<file path="src/rtl/cavlc_pkg.sv">
// Shared definitions for the CAVLC residual path: zigzag scan table and block geometry.
package cavlc_pkg;
    localparam int unsigned BLK_SIZE       = 16;
    localparam int unsigned COEF_W_DEFAULT = 16;

    typedef logic [3:0] idx_t;

    // Zigzag position k -> raster index (4*row + col) within a 4x4 block.
    localparam idx_t ZZ4X4 [BLK_SIZE] = '{
        4'd0,  4'd1,  4'd4,  4'd8,  4'd5,  4'd2,  4'd3,  4'd6,
        4'd9,  4'd12, 4'd13, 4'd10, 4'd7,  4'd11, 4'd14, 4'd15
    };
endpackage

</file>
<file path="src/rtl/inverse_zigzag_4x4_if.sv">
// Streaming handshake bundle for the inverse zigzag stage: zigzag-order input, raster-order output.
interface inverse_zigzag_4x4_if
    import cavlc_pkg::*;
#(
    parameter int unsigned COEF_W = COEF_W_DEFAULT
);
    logic              in_valid;
    logic              in_ready;
    logic [COEF_W-1:0] in_coef;
    logic              out_valid;
    logic              out_ready;
    logic [COEF_W-1:0] out_coef;
    logic [3:0]        out_idx;
    logic              out_last;

    modport master (
        output in_valid, in_coef, out_ready,
        input  in_ready, out_valid, out_coef, out_idx, out_last
    );

    modport slave (
        input  in_valid, in_coef, out_ready,
        output in_ready, out_valid, out_coef, out_idx, out_last
    );
endinterface

</file>
<file path="src/rtl/ivz_beat_counter.sv">
// 4-bit wrapping beat counter with synchronous clear; wrap pulses on the enabled 16th beat.
module ivz_beat_counter (
    input  logic       clk,
    input  logic       rst,
    input  logic       clr,
    input  logic       en,
    output logic [3:0] count,
    output logic       wrap
);
    always_ff @(posedge clk or negedge rst) begin
        if (!rst) begin
            count <= '0;
        end else if (clr) begin
            count <= '0;
        end else if (en) begin
            count <= count + 4'd1;
        end
    end

    assign wrap = en & (count == 4'd15);
endmodule

</file>
<file path="src/rtl/inverse_zigzag_4x4.sv">
// Inverse zigzag for 4x4 blocks: ping-pong banks, one filling in zigzag order while the other drains in raster order.
module inverse_zigzag_4x4
    import cavlc_pkg::*;
#(
    parameter int unsigned COEF_W = COEF_W_DEFAULT
) (
    input  logic                 clk,
    input  logic                 rst,
    input  logic                 clr,
    inverse_zigzag_4x4_if.slave  bus
);
    logic [3:0]        wr_cnt;
    logic [3:0]        rd_cnt;
    logic              wr_bank;
    logic              rd_bank;
    logic [1:0]        bank_full;
    logic              wr_en;
    logic              rd_en;
    logic              wr_wrap;
    logic              rd_wrap;
    logic [COEF_W-1:0] mem [2][BLK_SIZE];

    assign bus.in_ready  = !bank_full[wr_bank];
    assign bus.out_valid = bank_full[rd_bank];
    assign bus.out_idx   = rd_cnt;
    assign bus.out_coef  = bus.out_valid ? mem[rd_bank][rd_cnt] : '0;
    assign bus.out_last  = bus.out_valid & (rd_cnt == 4'd15);

    // A flush discards any beat presented alongside it on either side.
    assign wr_en = bus.in_valid & bus.in_ready & !clr;
    assign rd_en = bus.out_valid & bus.out_ready & !clr;

    ivz_beat_counter u_wr_cnt (
        .clk   (clk),
        .rst   (rst),
        .clr   (clr),
        .en    (wr_en),
        .count (wr_cnt),
        .wrap  (wr_wrap)
    );

    ivz_beat_counter u_rd_cnt (
        .clk   (clk),
        .rst   (rst),
        .clr   (clr),
        .en    (rd_en),
        .count (rd_cnt),
        .wrap  (rd_wrap)
    );

    // Set and clear of bank_full in the same cycle always hit different banks.
    always_ff @(posedge clk or negedge rst) begin
        if (!rst) begin
            wr_bank   <= 1'b0;
            rd_bank   <= 1'b0;
            bank_full <= '0;
        end else if (clr) begin
            wr_bank   <= 1'b0;
            rd_bank   <= 1'b0;
            bank_full <= '0;
        end else begin
            if (wr_wrap) begin
                bank_full[wr_bank] <= 1'b1;
                wr_bank            <= ~wr_bank;
            end
            if (rd_wrap) begin
                bank_full[rd_bank] <= 1'b0;
                rd_bank            <= ~rd_bank;
            end
        end
    end

    always_ff @(posedge clk or negedge rst) begin
        if (!rst) begin
            for (int unsigned b = 0; b < 2; b++) begin
                for (int unsigned i = 0; i < BLK_SIZE; i++) begin
                    mem[b][i] <= '0;
                end
            end
        end else if (wr_en) begin
            mem[wr_bank][ZZ4X4[wr_cnt]] <= bus.in_coef;
        end
    end
endmodule

</file>
<file path="src/flat_wrapper.sv">
// flat-port wrapper written by rule: the top's interface ports become plain ports
module inverse_zigzag_4x4_flat import cavlc_pkg::*;
#(
    parameter int unsigned COEF_W = COEF_W_DEFAULT
)
  (clk, rst, clr, bus_in_valid, bus_in_coef, bus_out_ready, bus_in_ready, bus_out_valid, bus_out_coef, bus_out_idx, bus_out_last);
  inverse_zigzag_4x4_if #(.COEF_W(COEF_W)) bus_i ();
  input  logic clk;
  input  logic rst;
  input  logic clr;
  input wire logic [$bits(bus_i.in_valid)-1:0] bus_in_valid;
  input wire logic [$bits(bus_i.in_coef)-1:0] bus_in_coef;
  input wire logic [$bits(bus_i.out_ready)-1:0] bus_out_ready;
  output wire logic [$bits(bus_i.in_ready)-1:0] bus_in_ready;
  output wire logic [$bits(bus_i.out_valid)-1:0] bus_out_valid;
  output wire logic [$bits(bus_i.out_coef)-1:0] bus_out_coef;
  output wire logic [$bits(bus_i.out_idx)-1:0] bus_out_idx;
  output wire logic [$bits(bus_i.out_last)-1:0] bus_out_last;
  assign bus_i.in_valid = bus_in_valid;
  assign bus_i.in_coef = bus_in_coef;
  assign bus_i.out_ready = bus_out_ready;
  assign bus_in_ready = bus_i.in_ready;
  assign bus_out_valid = bus_i.out_valid;
  assign bus_out_coef = bus_i.out_coef;
  assign bus_out_idx = bus_i.out_idx;
  assign bus_out_last = bus_i.out_last;
  inverse_zigzag_4x4 #(.COEF_W(COEF_W)) u_core (.clk(clk), .rst(rst), .clr(clr), .bus(bus_i));
endmodule
</file>
<file path="config.mk">
export PLATFORM = sky130hd
export DESIGN_NAME = inverse_zigzag_4x4_flat
export DESIGN_NICKNAME = d
export VERILOG_FILES = /design/src/rtl/cavlc_pkg.sv /design/src/rtl/inverse_zigzag_4x4_if.sv /design/src/rtl/ivz_beat_counter.sv /design/src/rtl/inverse_zigzag_4x4.sv /design/src/flat_wrapper.sv
export SDC_FILE = /design/constraint.sdc
export NUM_CORES = 1
export LEC_CHECK = 0
export ABC_AREA = 1
export CORE_MARGIN = 4
export CORE_UTILIZATION = 47
export CTS_CLUSTER_SIZE = 25
export DETAILED_ROUTE_END_ITERATION = 10
export PLACE_DENSITY = 0.67
export RECOVER_POWER = 100
export SYNTH_ARGS = -nofsm -noshare
export SYNTH_HDL_FRONTEND = slang
export SYNTH_SLANG_ARGS = --single-unit
export TNS_END_PERCENT = 1
</file>
<file path="constraint.sdc">
create_clock -name clk -period 2.3 [get_ports clk]
set_input_delay 0.46 -clock clk [delete_from_list [all_inputs] [get_ports clk]]
set_output_delay 0.46 -clock clk [all_outputs]
set_load 0.05 [all_outputs]
</file>
==> reports/qor.txt <==
WL per Instance -> 20.4 um
multi-input logic area -> 12400 um^2
Non-Filler Instances -> 4481
number of remaining DRC errors -> 0
maximum vdd drop -> 540 uV
Max clock buf depth -> 3
initial antenna violation count -> 0
Req. time, crit path -> 1.84 ns
max-cap violations -> 0
Cell Area, Synth -> 25900 um^2
RSZ-0062 raised after global routing -> true
Layout area overhead -> 25.2%
dpl cell area -> 29000 um^2
status -> finished with violations
post-synth cell types -> 28
largest net degree at the start of global routing -> 87
Crit Reg-Reg Endpoint -> u_core.rd_bank
f_max -> 323 MHz
first-pass GRT wire length -> 140000 um
Post-layout nets -> 3768
dpl cells -> 4338
Cells after Synth -> 3630
H-Tree Depth -> 2
Hold Worst Slack -> 0.267 ns
vias in the first global route -> 23700
Total GRT Usage -> 30.1%
first drt pass iteration count -> 7
worst hold endpoint -> u_core.mem[373]
DRT antenna net count -> 0
TritonCTS clock tree -> done
max-slew violations -> 0
die area -> 59000 um^2
ant diodes -> 0
Num Clock Sinks -> 524
critical path startpoint -> u_core.rd_bank
final core utilization -> 59.9%
core region area -> 54200 um^2
final WL -> 91600 um
hold path startpoint -> bus_in_coef[5]
hpwl dp -> 58500 um
crit path launch type -> flip-flop
kind of critical path -> reg2out
Reg2Reg Setup Slack -> -0.06 ns
Rel. slew slack -> 25.7%
Vias -> 25300
failing checks -> negative setup slack
leading cell type in the layout, fill and taps excluded -> nand2_1
chip height -> 243 um
fin crit share -> 135%
Die Wd -> 243 um
Initial Utilization -> 47.8%
Skew-Pair Late Insertion Delay -> 0.63 ns
commonest non-fill, non-tap cells in the layout -> nand2_1 (1897), nand3_1 (546), dfrtp_1 (521)
Static Leak -> 0.0170 uW
Syn Nets -> 3662
Clock Skew -> 0.0183 ns
clk slew on worst S/H paths -> 0.06 ns
Rows -> 85
hold depth -> 3
syn_area_per_cell -> 7.15 um^2
Period minus WS final -> 3.10 ns
fill count -> 4739
CTS Buf Count -> 57
Synth area leader -> dfrtp_1
share of layout cells above drive strength 1 -> 16.9%
final worst slack -> -0.799 ns
reg2reg start -> u_core.rd_bank
Placer Congestion -> 0.934
register area -> 13100 um^2
CP arrival -> 2.64 ns
Yosys warning count -> 0
Seq cells post-synth -> 524
I/O pins -> 44
clk root buf -> clkbuf_16
DR vias/cell -> 5.65
grt ovf -> 0
critical-path maximum fanout -> 8
crit path capture type -> primary output
synth top area cells -> dfrtp_1 (51%), nand2_1 (29%), nand3_1 (12%)
final non-filler cell area -> 32500 um^2
top-area cell type share of the netlist area -> 50.5%
Hold Fails Final Rpt -> 0
sequential area share after synthesis -> 50.5%
Final Setup Violations -> 65
Reg2Reg Depth -> 13
Worst Max-Slew Pin Slew -> 1.12 ns
1st-iter DRT viols -> 3377
PwrDens -> 683 nW/um^2
I/O Buffers -> 43
worst min path class -> in2reg
-- how the worst max path moves through the flow --
stage | to | slack [ns] | cells past startpoint
global route | bus_out_coef[1] | -0.84 | 12
global placement | bus_out_coef[11] | -0.28 | 11
detailed placement | bus_out_coef[11] | -0.30 | 11
CTS | bus_out_coef[4] | -0.75 | 12
floorplan | bus_out_coef[5] | -0.23 | 10
finish | bus_out_coef[14] | -0.80 | 12
-- critical path: stages, from the launching register on --
cell       delay, ns
dfrtp_4         0.46
buf_12          0.24
clkbuf_16       0.23
clkbuf_16       0.16
nand2_1         0.05
nand3_1         0.09
nand3_2         0.14
nand2_4         0.14
nand2_2         0.05
nand3_2         0.06
nand2_2         0.06
nor2_4          0.15
buf_12          0.16
-- per-stage QoR --
step | power, uW | setup WS, ns | setup TNS (ns)
floorplan | 11200 | -0.230 | -3.06
CTS | 22100 | -0.747 | -12.54
global route | 22900 | -0.842 | -85.44
global placement | 12200 | -0.280 | -2.44
finish | 22200 | -0.799 | -13.61
detailed placement | 12200 | -0.304 | -3.78
-- timing repair --
item | CTS | global route
gates resized for setup | 156 | 110
endpoints found under the hold margin | 28 | 0
setup endpoints to repair | 59 | 471
pin swaps | 41 | 65
cloned | 14 | 9
setup buffers | 10 | 3
hold buffers | 1 | 0
-- sequential cells by signal (all words and copies together), names as in the netlist --
name                   cells
u_core.u_rd_cnt.count      4
u_core.mem               512
u_core.wr_bank             1
u_core.rd_bank             1
u_core.bank_full           2
u_core.u_wr_cnt.count      4
-- area by class of cell --
cell class,count,share of cell area [%]
timing repair buffer,307,11.8
inverter,39,0.555
clock inverter,28,1.03
sequential,524,40.4
tap,696,2.68
timing repair inverter,3,0.177
clock buffer,80,5.22
multi-input combinational,2804,38.2
-- power by group --
group          switching (uW)  internal (uW)
Sequential                282           9660
Combinational            1570            764
Clock                    3980           5920
-- synth_stat cells --
cell	n
a21oi_1	6
a31oi_1	1
buf_1	31
buf_2	70
buf_4	6
clkbuf_1	156
clkinv_1	4
dfrtp_1	524
ha_1	11
inv_1	20
inv_2	14
inv_4	1
nand2_1	1971
nand2_2	6
nand3_1	607
nand3_2	4
nand4_2	1
nor2_1	119
nor2_2	16
nor2_4	1
nor3_1	2
o21ai_0	50
o21ai_1	3
o21ai_2	1
o22ai_1	2
o22ai_4	1
or2_1	1
xnor2_1	1
-- kinds of logic after synthesis --
group	share of synthesized area, %
flip-flops	50.5
AND/OR/NAND/NOR	42.8
XOR/XNOR	0.0338
adder cells (fa/ha/maj)	0.530
buffers and inverters	4.80
AO/OA/AOI/OAI	1.32
-- metal layers --
layer	up-vias	share of wire [%]	global-route usage (%)
met3	200	10	5.18
met5	-	0	0
met2	1326	44	45.2
met1	12200	42	43.5
li1	11600	-	-
met4	0	4.0	12.2
Note: power is estimated with default switching activity, not from simulation.
